**config.mk**
```make
export PLATFORM = sky130hd
export DESIGN_NAME = calc_arbiter_flat
export DESIGN_NICKNAME = d
export VERILOG_FILES = /design/src/rtl/calc_arbiter_if.sv /design/src/rtl/calc_arbiter.sv /design/src/flat_wrapper.sv
export SDC_FILE = /design/constraint.sdc
export NUM_CORES = 1
export LEC_CHECK = 0
export ABC_CLOCK_PERIOD_IN_PS = 1550
export CORE_ASPECT_RATIO = 1.4
export CORE_UTILIZATION = 30
export CTS_CLUSTER_SIZE = 12
export DETAILED_ROUTE_END_ITERATION = 10
export PLACE_DENSITY = 0.64
export SLEW_MARGIN = 20
export SYNTH_ARGS = -nofsm -noshare
export SYNTH_HDL_FRONTEND = slang
export SYNTH_SLANG_ARGS = --single-unit
```
**constraint.sdc**
```tcl
create_clock -name clk -period 1.55 [get_ports clk]
set_input_delay 0.155 -clock clk [delete_from_list [all_inputs] [get_ports clk]]
set_output_delay 0.155 -clock clk [all_outputs]
set_load 0.005 [all_outputs]
```
**src/rtl/calc_arbiter_if.sv**
```systemverilog
// Request/response channels between the two requester front-ends and calc_arbiter.
// master = requester side, slave = arbiter side.
interface calc_arbiter_if;
    logic       req0_valid;
    logic       req0_ready;
    logic [2:0] req0_a;
    logic [2:0] req0_b;
    logic       req0_op;
    logic       req1_valid;
    logic       req1_ready;
    logic [2:0] req1_a;
    logic [2:0] req1_b;
    logic       req1_op;
    logic       rsp0_valid;
    logic       rsp0_ready;
    logic       rsp1_valid;
    logic       rsp1_ready;
    logic [3:0] rsp_r;
    logic       rsp_zero;
    logic       rsp_sign;

    modport master (
        output req0_valid, req0_a, req0_b, req0_op,
        output req1_valid, req1_a, req1_b, req1_op,
        output rsp0_ready, rsp1_ready,
        input  req0_ready, req1_ready,
        input  rsp0_valid, rsp1_valid, rsp_r, rsp_zero, rsp_sign
    );

    modport slave (
        input  req0_valid, req0_a, req0_b, req0_op,
        input  req1_valid, req1_a, req1_b, req1_op,
        input  rsp0_ready, rsp1_ready,
        output req0_ready, req1_ready,
        output rsp0_valid, rsp1_valid, rsp_r, rsp_zero, rsp_sign
    );
endinterface

```
**src/rtl/calc_arbiter.sv**
```systemverilog
// Two-requester arbiter in front of a single 3-bit sign-magnitude add/sub datapath.
// Define CALC_FIXED_PRIO_EN for fixed priority (req0 wins ties); default is round robin.
module calc_arbiter #(
    parameter int CNT_W = 8
) (
    input  logic             clk,
    input  logic             rst,
    calc_arbiter_if.slave    bus,
    output logic [2:0]       dp_a,
    output logic [2:0]       dp_b,
    output logic             dp_o,
    input  logic [3:0]       dp_r,
    input  logic             dp_zero,
    input  logic             dp_sign,
    output logic             busy,
    output logic [CNT_W-1:0] op_cnt
);

    typedef enum logic [1:0] {
        IDLE = 2'd0,
        EXEC = 2'd1,
        RESP = 2'd2
    } state_t;

    state_t     state;
    state_t     state_nxt;
    logic       grant;
    logic       any_req;
    logic       accept;
    logic       capture;
    logic       rsp_hs;
    logic       owner;
    logic       rdy0;
    logic       rdy1;
    logic       rsp0_vld;
    logic       rsp1_vld;
    logic [3:0] rsp_r_q;
    logic       rsp_zero_q;
    logic       rsp_sign_q;

    assign any_req = bus.req0_valid | bus.req1_valid;

`ifdef CALC_FIXED_PRIO_EN
    // req0 wins whenever it is asking; req1 only gets a turn when req0 is idle.
    always_comb begin
        grant = ~bus.req0_valid;
    end
`else
    logic rr_last;

    // rr_last holds the last owner served; resets to 1 so req0 wins the first tie.
    always_ff @(posedge clk) begin
        if (rst)
            rr_last <= 1'b1;
        else if (rsp_hs)
            rr_last <= owner;
    end

    always_comb begin
        if (bus.req0_valid && bus.req1_valid)
            grant = ~rr_last;
        else
            grant = ~bus.req0_valid;
    end
`endif

    always_ff @(posedge clk) begin
        if (rst)
            state <= IDLE;
        else
            state <= state_nxt;
    end

    always_comb begin
        state_nxt = state;
        accept    = 1'b0;
        capture   = 1'b0;
        rsp_hs    = 1'b0;
        rdy0      = 1'b0;
        rdy1      = 1'b0;
        case (state)
            IDLE: begin
                if (any_req) begin
                    accept    = 1'b1;
                    rdy0      = ~grant;
                    rdy1      = grant;
                    state_nxt = EXEC;
                end
            end
            EXEC: begin
                capture   = 1'b1;
                state_nxt = RESP;
            end
            RESP: begin
                // Only the owner's ready counts; the other requester's ready is ignored.
                if ((owner && rsp1_vld && bus.rsp1_ready) ||
                    (!owner && rsp0_vld && bus.rsp0_ready)) begin
                    rsp_hs    = 1'b1;
                    state_nxt = IDLE;
                end
            end
            default: state_nxt = IDLE;
        endcase
    end

    // Control: owner, response valids, completed-operation counter
    always_ff @(posedge clk) begin
        if (rst) begin
            owner    <= 1'b0;
            rsp0_vld <= 1'b0;
            rsp1_vld <= 1'b0;
            op_cnt   <= '0;
        end else begin
            if (accept)
                owner <= grant;
            if (capture) begin
                rsp0_vld <= ~owner;
                rsp1_vld <= owner;
            end
            if (rsp_hs) begin
                rsp0_vld <= 1'b0;
                rsp1_vld <= 1'b0;
                op_cnt   <= op_cnt + 1'b1;
            end
        end
    end

    // Operand registers feeding the datapath, loaded on accept
    always_ff @(posedge clk) begin
        if (rst) begin
            dp_a <= 3'b000;
            dp_b <= 3'b000;
            dp_o <= 1'b0;
        end else if (accept) begin
            dp_a <= grant ? bus.req1_a  : bus.req0_a;
            dp_b <= grant ? bus.req1_b  : bus.req0_b;
            dp_o <= grant ? bus.req1_op : bus.req0_op;
        end
    end

    // Result registers, captured once the datapath has settled for a full cycle
    always_ff @(posedge clk) begin
        if (rst) begin
            rsp_r_q    <= 4'b0000;
            rsp_zero_q <= 1'b0;
            rsp_sign_q <= 1'b0;
        end else if (capture) begin
            rsp_r_q    <= dp_r;
            rsp_zero_q <= dp_zero;
            rsp_sign_q <= dp_sign;
        end
    end

    assign bus.req0_ready = rdy0;
    assign bus.req1_ready = rdy1;
    assign bus.rsp0_valid = rsp0_vld;
    assign bus.rsp1_valid = rsp1_vld;
    assign bus.rsp_r      = rsp_r_q;
    assign bus.rsp_zero   = rsp_zero_q;
    assign bus.rsp_sign   = rsp_sign_q;
    assign busy           = (state != IDLE);

endmodule

```
**src/flat_wrapper.sv**
```systemverilog
// flat-port wrapper written by rule: the top's interface ports become plain ports
module calc_arbiter_flat 
#(
    parameter int CNT_W = 8
)
  (clk, rst, dp_a, dp_b, dp_o, dp_r, dp_zero, dp_sign, busy, op_cnt, bus_req0_valid, bus_req0_a, bus_req0_b, bus_req0_op, bus_req1_valid, bus_req1_a, bus_req1_b, bus_req1_op, bus_rsp0_ready, bus_rsp1_ready, bus_req0_ready, bus_req1_ready, bus_rsp0_valid, bus_rsp1_valid, bus_rsp_r, bus_rsp_zero, bus_rsp_sign);
  calc_arbiter_if bus_i ();
  input  logic clk;
  input  logic rst;
  output logic [2:0] dp_a;
  output logic [2:0] dp_b;
  output logic dp_o;
  input  logic [3:0] dp_r;
  input  logic dp_zero;
  input  logic dp_sign;
  output logic busy;
  output logic [CNT_W-1:0] op_cnt;
  input wire logic [$bits(bus_i.req0_valid)-1:0] bus_req0_valid;
  input wire logic [$bits(bus_i.req0_a)-1:0] bus_req0_a;
  input wire logic [$bits(bus_i.req0_b)-1:0] bus_req0_b;
  input wire logic [$bits(bus_i.req0_op)-1:0] bus_req0_op;
  input wire logic [$bits(bus_i.req1_valid)-1:0] bus_req1_valid;
  input wire logic [$bits(bus_i.req1_a)-1:0] bus_req1_a;
  input wire logic [$bits(bus_i.req1_b)-1:0] bus_req1_b;
  input wire logic [$bits(bus_i.req1_op)-1:0] bus_req1_op;
  input wire logic [$bits(bus_i.rsp0_ready)-1:0] bus_rsp0_ready;
  input wire logic [$bits(bus_i.rsp1_ready)-1:0] bus_rsp1_ready;
  output wire logic [$bits(bus_i.req0_ready)-1:0] bus_req0_ready;
  output wire logic [$bits(bus_i.req1_ready)-1:0] bus_req1_ready;
  output wire logic [$bits(bus_i.rsp0_valid)-1:0] bus_rsp0_valid;
  output wire logic [$bits(bus_i.rsp1_valid)-1:0] bus_rsp1_valid;
  output wire logic [$bits(bus_i.rsp_r)-1:0] bus_rsp_r;
  output wire logic [$bits(bus_i.rsp_zero)-1:0] bus_rsp_zero;
  output wire logic [$bits(bus_i.rsp_sign)-1:0] bus_rsp_sign;
  assign bus_i.req0_valid = bus_req0_valid;
  assign bus_i.req0_a = bus_req0_a;
  assign bus_i.req0_b = bus_req0_b;
  assign bus_i.req0_op = bus_req0_op;
  assign bus_i.req1_valid = bus_req1_valid;
  assign bus_i.req1_a = bus_req1_a;
  assign bus_i.req1_b = bus_req1_b;
  assign bus_i.req1_op = bus_req1_op;
  assign bus_i.rsp0_ready = bus_rsp0_ready;
  assign bus_i.rsp1_ready = bus_rsp1_ready;
  assign bus_req0_ready = bus_i.req0_ready;
  assign bus_req1_ready = bus_i.req1_ready;
  assign bus_rsp0_valid = bus_i.rsp0_valid;
  assign bus_rsp1_valid = bus_i.rsp1_valid;
  assign bus_rsp_r = bus_i.rsp_r;
  assign bus_rsp_zero = bus_i.rsp_zero;
  assign bus_rsp_sign = bus_i.rsp_sign;
  calc_arbiter #(.CNT_W(CNT_W)) u_core (.clk(clk), .rst(rst), .bus(bus_i), .dp_a(dp_a), .dp_b(dp_b), .dp_o(dp_o), .dp_r(dp_r), .dp_zero(dp_zero), .dp_sign(dp_sign), .busy(busy), .op_cnt(op_cnt));
endmodule
```
# After elaboration in Yosys (flattened, before gate mapping)
# Cells that the tools add are included.
dict set report totals {
  input_bits 26
  out_inout_bits 26
  word_cells 49
  register_bits 27
}
dict set report classes {
  n_mux 16
  bitwise_logic 5
  n_addsub 1
  reduce_logical 11
  eq_ne 4
}
# op count
set op_table {}
lappend op_table {{$mux W1} 11}
lappend op_table {{$add A8 B1 Y8 const B} 1}
lappend op_table {{$mux W3} 2}
lappend op_table {{$pmux W2 S3} 1}
lappend op_table {{$logic_and A1 B1 Y1} 5}
lappend op_table {{$mux W2} 2}
lappend op_table {{$ne A2 B1 Y1 const B} 2}
lappend op_table {{$not A1 Y1} 4}
lappend op_table {{$eq A2 B1 Y1 const B} 1}
lappend op_table {{$eq A2 B2 Y1 const B} 1}
lappend op_table {{$logic_not A2 Y1} 1}
lappend op_table {{$reduce_and A2 Y1} 1}
lappend op_table {{$reduce_bool A2 Y1} 1}
lappend op_table {{$reduce_or A2 Y1} 1}
lappend op_table {{$logic_not A1 Y1} 1}
lappend op_table {{$logic_or A1 B1 Y1} 1}
lappend op_table {{$or A1 B1 Y1} 1}

# Logic depth before layout (Yosys ltp)
# Gate-level depths: netlist of run 1.
dict set report depth {
  depth_word 7
  mapped_depth 6
  depth_no_buf 5
}

# Least setup slack after synthesis of run 1
# Ideal clock, no wire load.
dict set report synth_path {
  kind {register to register}
  from {reg u_core.op_cnt[0]}
  to {reg u_core.op_cnt[6]}
  arrival_ps 1174
  path_stages_with_launch 6
  setup_slack_ps 249
  synth_period_minus_slack_ps 1301
  path_cell_list {dfxtp_1 ha_1 nand3b_1 a2111oi_2 xnor2_1 nor2_1}
}
dict set report synth_between {
  elab_chain_len 1
}
# element line
set synth_rtl {}
lappend synth_rtl {{start: declaration} calc_arbiter.sv:16} ;# output logic [CNT_W-1:0] op_cnt
lappend synth_rtl {{start signal: assignment} calc_arbiter.sv:123} ;# op_cnt <= op_cnt + 1'b1;
lappend synth_rtl {{$add A8 B1 Y8} calc_arbiter.sv:123}
# No other way between the ends.
# A chain may end at the register's enable or synchronous reset.

# Worst setup path in the final report of run 1
dict set report layout_path {
  from {reg u_core.state[0]}
  to {out bus_req1_ready}
}
dict set report layout_between {
  elab_chain_len 2
}
# element line
set layout_rtl {}
lappend layout_rtl {{start: declaration} calc_arbiter.sv:25} ;# state_t state;
lappend layout_rtl {{start signal: assignment} calc_arbiter.sv:71} ;# state <= state_nxt;
lappend layout_rtl {{$logic_not A2 Y1} calc_arbiter.sv:81} ;# case (state)
lappend layout_rtl {{$mux W1} calc_arbiter.sv:81}
lappend layout_rtl {{end: declaration} flat_wrapper.sv:29} ;# output wire logic [$bits(bus_i.req1_ready)-1:0] bus_req1_ready;
# No other way between the ends.

==> summary.md, run 1 <==
| Metric | Value |
|---|---|
| Grt total ovfl | `0` |
| Number of H-tree levels | `1` |
| # DRC | `0` |
| Vias per std cell | `4.89` |
| Setup Viol. Count Final | `0` |
| Vias in the first global route | `1211` |
| Post-DRT Antenna Nets | `0` |
| Status | `finished clean` |
| Pin count of the biggest net entering global routing | `16` |
| Port Buf Inserts | `51` |
| Worst setup EP type | `output pin` |
| Rows | `27` |
| CP cell instances | `or2_4, nor2_8, and2_1, dlygate4sd2_1` |
| Die width | `roughly 56 um` |
| Minimum hold slack | `0.430 ns` |
| DR pass1 iterations | `4` |
| Net count after synthesis | `160` |
| CTS sink cnt | `27` |
| Initial DRC count | `24` |
| CP required | `roughly 1.4 ns` |
| Most frequent cell after synthesis | `dfxtp_1` |
| CP max stage delay | `roughly 0.34 ns` |
| Fin area | `about 1900 um2` |
| Crit start category | `register` |
| LEAKAGE | `0.000701 uW` |
| Hold Crit Class | `input pin to register` |
| GR Util All Layers | `14.9%` |
| Share of cells above drive strength 1 | `roughly 14%` |
| Clk pwr share | `25.5%` |
| Die extent in y | `between 70 and 80 um` |
| Synth Flop Type | `dfxtp_1` |
| Yosys top cell by area | `dfxtp_1` |
| Post-synth EDFFs | `0` |
| Synth Instances | `~130` |
| Clock buffer depth | `2` |
| Final Hold Fails | `0` |
| Antenna diodes | `0` |
| Yosys cell types | `28` |
| Worst IR Drop VDD | `534 uV` |
| Synthesis Warnings | `0` |
| Wire length per cell | `12.7 um` |
| Detail Placement HPWL | `2340 um` |
| Mapped Avg Cell Area | `9.17 um2` |
| TritonCTS clock tree | `built` |
| TritonCTS Buffers | `3` |
| CP top delay family | `simple AND/OR/NAND/NOR gates` |
| Area grow syn2layout | `53.9%` |
| Register area share after synthesis | `approximately 44%` |
| Core box area | `3920 um2` |
| Period minus WS final | `1.50 ns` |
| Worst Skew | `about 0.0026 ns` |
| Pre-CTS setup slack | `-0.159 ns` |
| Worst-Skew Late Latency | `0.27 ns` |
| Asr flop ratio synth | `0%` |
| Top cells by area, synth | `dfxtp_1, nor2_1, a211oi_1` |
| Total Wirelength | `2990 um` |
| RSZ-0062 raised after global routing | `no` |
| Final net count | `about 220` |
| Post-synth top area share | `between 40 and 50%` |
| Initial Util | `31.1%` |
| CP Buf/Inv Count | `1` |
| Die area | `~4300 um2` |
| Number of synthesized register bits | `27` |
| Commonest cells in the netlist | `dfxtp_1, nor2_1, nand2_1, a211oi_1, a21oi_1` |
| Max Clock Freq | `approximately 0.67 GHz` |
| Critical-path top delay cell | `dfxtp_2` |
| Clock root cell | `clkbuf_8` |
| Pwr Density | `approximately 840 nW/um2` |
| Net Sw Power | `~420 uW` |
| Slew @ Worst Pin | `roughly 0.34 ns` |
| Slew Limit Fails | `0` |
| Worst endpoint data arrival time | `around 1.4 ns` |
| FILL cells | `slightly below 400` |
| CTS clk-pin slew, worst paths | `0.09 ns` |
| Sequential share of power | `between 40 and 50%` |
| Combinational power share | `25.2%` |
| Placed cell areas | `about 1800 um2` |
| Routed via count | `about 1200` |
| WS Path Type | `register to output pin` |
| Part of the cycle the worst path needs | `about 97%` |
| Total power | `around 1600 uW` |
| CP max FO | `3` |
| Global-route wire length before repair | `5140 um` |
| Switching share of power | `a little over a quarter` |
| I/O pin cnt | `52` |
| Worst setup margin | `roughly 0.047 ns` |
| Post-Syn Area | `around 1200 um2` |
| Max-Cap Viols | `0` |
| Rel. slew slack | `between 70 and 80%` |
| Initial antenna violation count | `0` |
| RePlAce Congestion | `about 0.69` |
| P_int | `1160 uW` |
| Setup TNS Final | `0 ns` |
[registers in the layout (all words and copies together) (netlist names)]
name                   count
u_core.op_cnt              8
u_core.bus.rsp_r           4
u_core.dp_a                3
u_core.dp_b                3
u_core.state               2
u_core.bus.rsp0_valid      1
u_core.bus.rsp1_valid      1
u_core.bus.rsp_sign        1
u_core.bus.rsp_zero        1
u_core.dp_o                1
u_core.owner               1
u_core.rr_last             1
[what timing repair did]
action                     CTS  global route
resized for setup            5             1
hold buffers                 0             0
buffers inserted             1             0
pin swaps                    1             0
setup endpoints to repair    2             1
[power groups by stage]
stage | registers (uW) | logic [uW] | clock network (uW)
floorplan | 797 | 179 | 0
global placement | 792 | 388 | 0
detailed placement | 794 | 398 | 0
CTS | 779 | 403 | 421
global route | 786 | 438 | 446
finish | 780 | 398 | 404
[worst paths after layout]
path / slack [ns] / depth (start not counted) / end / from
hold reg to reg: 0.46 / 2 / u_core.bus.rsp_r[2]$_SDFFE_PP0N_ / u_core.bus.rsp_r[2]$_SDFFE_PP0N_
setup reg to reg: 0.15 / 4 / u_core.bus.rsp1_valid$_SDFFE_PP0N_ / u_core.owner$_SDFFE_PP0P_
hold / removal: 0.43 / 3 / u_core.bus.rsp_zero$_SDFFE_PP0N_ / dp_zero
setup / recovery: 0.05 / 4 / bus_req1_ready / u_core.state[0]$_SDFFE_PP0P_
[routing by layer]
| metal | vias to the layer above | share of wire [%] | global-route usage (%) |
|---|---|---|---|
| li1 | 580 | - | - |
| met1 | 527 | 36 | 14.2 |
| met2 | 44 | 55 | 29.2 |
| met3 | 4 | 7.6 | 4.33 |
| met4 | 0 | 1.6 | 5.85 |
| met5 | - | 0 | 0 |
[cell usage in the layout, fill, tap and decap left out, types with 2 or more instances in the layout]
cell type	count
a2111oi_2	3
buf_4	11
nor2_1	19
nor3_1	2
a211oi_1	10
clkdlybuf4s50_1	48
inv_1	2
o21ai_0	4
nand3b_1	2
mux2i_1	7
nand3_1	2
nand2_1	16
a21oi_1	10
dfxtp_1	26
nor2_2	2
xnor2_1	7
clkbuf_8	3
nand2b_1	2
dlygate4sd2_1	3
[per-stage QoR]
stage               instances  util (%)
CTS                       236      47.9
global route              236      47.9
floorplan                 133         -
finish                    236      47.9
global placement          231      46.5
detailed placement        231      46.5
[final cells by class]
| cell class | instances | area [um2] | share of cell area (%) |
|---|---|---|---|
| multi-input cells | 98 | 639 | 34.0 |
| repair buffers | 62 | 589 | 31.4 |
| flip-flops and latches | 27 | 542 | 28.8 |
| well taps | 43 | 53.8 | 2.86 |
| clock buffers | 3 | 41.3 | 2.20 |
| inverters | 2 | 7.51 | 0.400 |
| clock inverters | 1 | 5.00 | 0.266 |
[kinds of logic (layout without fill, tap and decap cells)]
group	Yosys count	count (layout)	synth area share (%)
buf+inv	8	68	3.69
mux	7	7	5.74
xor+xnor	7	7	5.03
compound gates	30	30	17.6
simple gates	53	53	22.6
fa+ha+maj	1	1	1.03
flops	27	27	44.3
[tightest hold or removal path, delay by kind of cell]
family                 cells  cell delay [ns]
AO/OA/AOI/OAI              1             0.05
buffers and inverters      1             0.40
AND/OR/NAND/NOR            1             0.06
Power figures use the tool's default switching activity.
==> run 2, diff against run 1 <==
REMOVE_ABC_BUFFERS = 1   (was not set)
==> run 2 against run 1 <==
  * Sequential share of layout area about the same
  * Power decreased by 0.38%
  * Utilization increased by 0.19 points
  * Via count decreased by 1.5%
  * Combinational power about the same
  * Final cell count unchanged
  * Clock skew decreased by 0.0011 ns
  * Design area increased by 0.40%
  * Global-route usage about the same
  * Critical path depth unchanged
  * Critical endpoint unchanged
  * Register-to-register slack about the same
==> summary.md, run 2 (same netlist as run 1, synthesis figures left out) <==
| Metric | Value |
|---|---|
| Final Hold Fails | `0 (unchanged)` |
| Max reg flops | `8 (unchanged)` |
| Core box area | `3920 um2 (unchanged)` |
| Grt total ovfl | `0 (unchanged)` |
| Number of H-tree levels | `1 (unchanged)` |
| Critical-path top delay cell | `dfxtp_2 (unchanged)` |
| Pwr Density | `836 nW/um2 (was 842 nW/um2)` |
| Total power | `1580 uW (about the same)` |
| Share of cells above drive strength 1 | `13.5% (was 14.0%)` |
| Max-Cap Viols | `0 (unchanged)` |
| Commonest non-fill, non-tap cell in the layout | `clkdlybuf4s50_1 (unchanged)` |
| RePlAce Congestion | `0.775 (was 0.692)` |
| Die area | `4330 um2 (unchanged)` |
| CP cell instances | `or2_4, nor2_8, and2_1, clkdlybuf4s15_1 (was or2_4, nor2_8, and2_1, dlygate4sd2_1)` |
| Detail Placement HPWL | `2430 um (was 2340 um)` |
| CP Buf/Inv Count | `1 (unchanged)` |
| Routed via count | `1138 (was 1155)` |
| Commonest non-fill, non-tap cells in the layout | `clkdlybuf4s50_1, dfxtp_1, nor2_1 (unchanged)` |
| Worst Setup SP | `u_core.state[1]$_SDFFE_PP0P_ (was u_core.state[0]$_SDFFE_PP0P_)` |
| CP top delay family | `simple AND/OR/NAND/NOR gates (unchanged)` |
| Reg-to-reg startpoint | `u_core.op_cnt[1]$_SDFFE_PP0P_ (was u_core.owner$_SDFFE_PP0P_)` |
| Worst setup EP type | `output pin (unchanged)` |
| Cells on worst reg2reg path | `5 (was 4)` |
| Slew @ Worst Pin | `0.387 ns (was 0.338 ns)` |
| Initial DRC count | `21 (was 24)` |
| GR Util All Layers | `14.9% (about the same)` |
| DP Cell Count | `232 (was 231)` |
| LEAKAGE | `0.000707 uW (was 0.000701 uW)` |
| Pin count of the biggest net entering global routing | `16 (unchanged)` |
| RSZ-0062 raised after global routing | `no (unchanged)` |
| Status | `finished clean (unchanged)` |
| Vias in the first global route | `1171 (was 1211)` |
| TritonCTS clock tree | `built (unchanged)` |
| Minimum hold slack | `0.430 ns (about the same)` |
| Slew Limit Fails | `0 (unchanged)` |
| Port Buf Inserts | `51 (unchanged)` |
| Worst Skew | `0.00153 ns (was 0.00264 ns)` |
| Final Non-Filler Cells | `236 (unchanged)` |
| Hold EP | `u_core.bus.rsp_sign$_SDFFE_PP0N_ (was u_core.bus.rsp_zero$_SDFFE_PP0N_)` |
| Die extent in y | `77.5 um (unchanged)` |
| Initial Util | `31.1% (unchanged)` |
| Hold Crit Class | `input pin to register (unchanged)` |
| Crit start category | `register (unchanged)` |
| CTS hold repair buffers | `0 (unchanged)` |
| CTS sink cnt | `27 (unchanged)` |
| Rel. slew slack | `74.2% (was 77.5%)` |
| Rows | `27 (unchanged)` |
| Setup Viol. Count Final | `0 (unchanged)` |
| Global-route wire length before repair | `5190 um (was 5140 um)` |
| CP max stage delay | `0.33 ns (was 0.34 ns)` |
| Postcts setup bufs | `0 (was 1)` |
| Antenna diodes | `0 (unchanged)` |
| Wire length per cell | `13.0 um (was 12.7 um)` |
| Part of the cycle the worst path needs | `95.2% (was 97.0%)` |
| Clock root cell | `clkbuf_8 (unchanged)` |
| DR pass1 iterations | `4 (unchanged)` |
| Area grow syn2layout | `54.6% (was 53.9%)` |
| Clock buffer depth | `2 (unchanged)` |
| WS Path Type | `register to output pin (unchanged)` |
| Largest Register | `u_core.op_cnt (unchanged)` |
| Final net count | `221 (unchanged)` |
| Initial antenna violation count | `0 (unchanged)` |
| Die width | `55.9 um (unchanged)` |
| Reg-to-reg endpoint | `u_core.op_cnt[6]$_SDFFE_PP0P_ (was u_core.bus.rsp1_valid$_SDFFE_PP0N_)` |
| FILL cells | `378 (was 389)` |
| # DRC | `0 (unchanged)` |
| I/O pin cnt | `52 (unchanged)` |
| Period minus WS final | `1.48 ns (was 1.50 ns)` |
| R2R Setup Slk | `0.15 ns (about the same)` |
| TritonCTS Buffers | `3 (unchanged)` |
| CTS clk-pin slew, worst paths | `0.09 ns (about the same)` |
| Hold path start | `dp_sign (was dp_zero)` |
| Post-DRT Antenna Nets | `0 (unchanged)` |
| CP max FO | `4 (was 3)` |
| Hold Path Stages | `3 (unchanged)` |
| Worst IR Drop VDD | `424 uV (was 534 uV)` |
| Vias per std cell | `4.82 (was 4.89)` |
| CP required | `1.39 ns (about the same)` |
| Total Wirelength | `3080 um (was 2990 um)` |
| Max Clock Freq | `0.678 GHz (was 0.665 GHz)` |
| Worst-Skew Late Latency | `0.27 ns (about the same)` |
| Worst endpoint data arrival time | `1.32 ns (was 1.35 ns)` |
==> run 2: how the worst max path moves through the flow <==
stage                                    endpoint  depth (start not counted)
floorplan           u_core.op_cnt[6]$_SDFFE_PP0P_                          5
global placement                   bus_req1_ready                          5
detailed placement                 bus_req1_ready                          5
CTS                                bus_req1_ready                          5
global route                       bus_req1_ready                          4
finish                             bus_req1_ready                          4
==> run 2: metal layers <==
metal | GRT usage, % | share of wire, % | vias to the layer above | wire [um]
met2 | 28.2 | 55 | 39 | 1680
met4 | 5.61 | 1.1 | 0 | 33
met5 | 0 | 0 | - | 0
met3 | 3.00 | 6.2 | 4 | 190
li1 | - | - | 579 | -
met1 | 16.0 | 38 | 516 | 1170
==> run 2: area by class of cell <==
cell class	instances	area, um2	share of cell area (%)
clock buffers	4	45.0	2.39
repair buffers	62	594	31.5
multi-input cells	98	642	34.0
well taps	43	53.8	2.85
flip-flops and latches	27	543	28.8
inverters	2	7.51	0.398
==> run 2: through the flow <==
step	utilization, %	setup TNS [ns]	instance area (um2)	setup slack [ns]
after floorplan	-	0	1180	0.262
after global placement	46.7	-0.179	1830	-0.124
after detailed placement	46.7	-0.320	1830	-0.149
after CTS	48.0	0	1880	0.0325
after global routing	48.1	0	1890	0.0151
final	48.1	0	1890	0.0745
==> run 2: worst reg2reg max path: stages (launching register included) <==
cell and delay (ns):
dfxtp_1 0.41, ha_1 0.18, nand3b_1 0.13, a2111oi_2 0.37
xnor2_1 0.17, nor2_1 0.05
==> run 2: repair_timing <==
item                                    CTS  global route
resized for setup                         4             4
endpoints found under the setup margin    2             3
pin swaps                                 1             1
==> run 2: where the power goes <==
group | total [uW] | internal, uW | switching [uW]
clock | 396 | 184 | 212
combinational | 400 | 233 | 168
sequential | 780 | 746 | 34.0
total | 1580 | 1160 | 414
==> run 3, diff against run 2 <==
CAP_MARGIN = 0   (was not set)
==> results of run 3 <==
No change in the layout: final DEF, timing and power equal those of run 2.
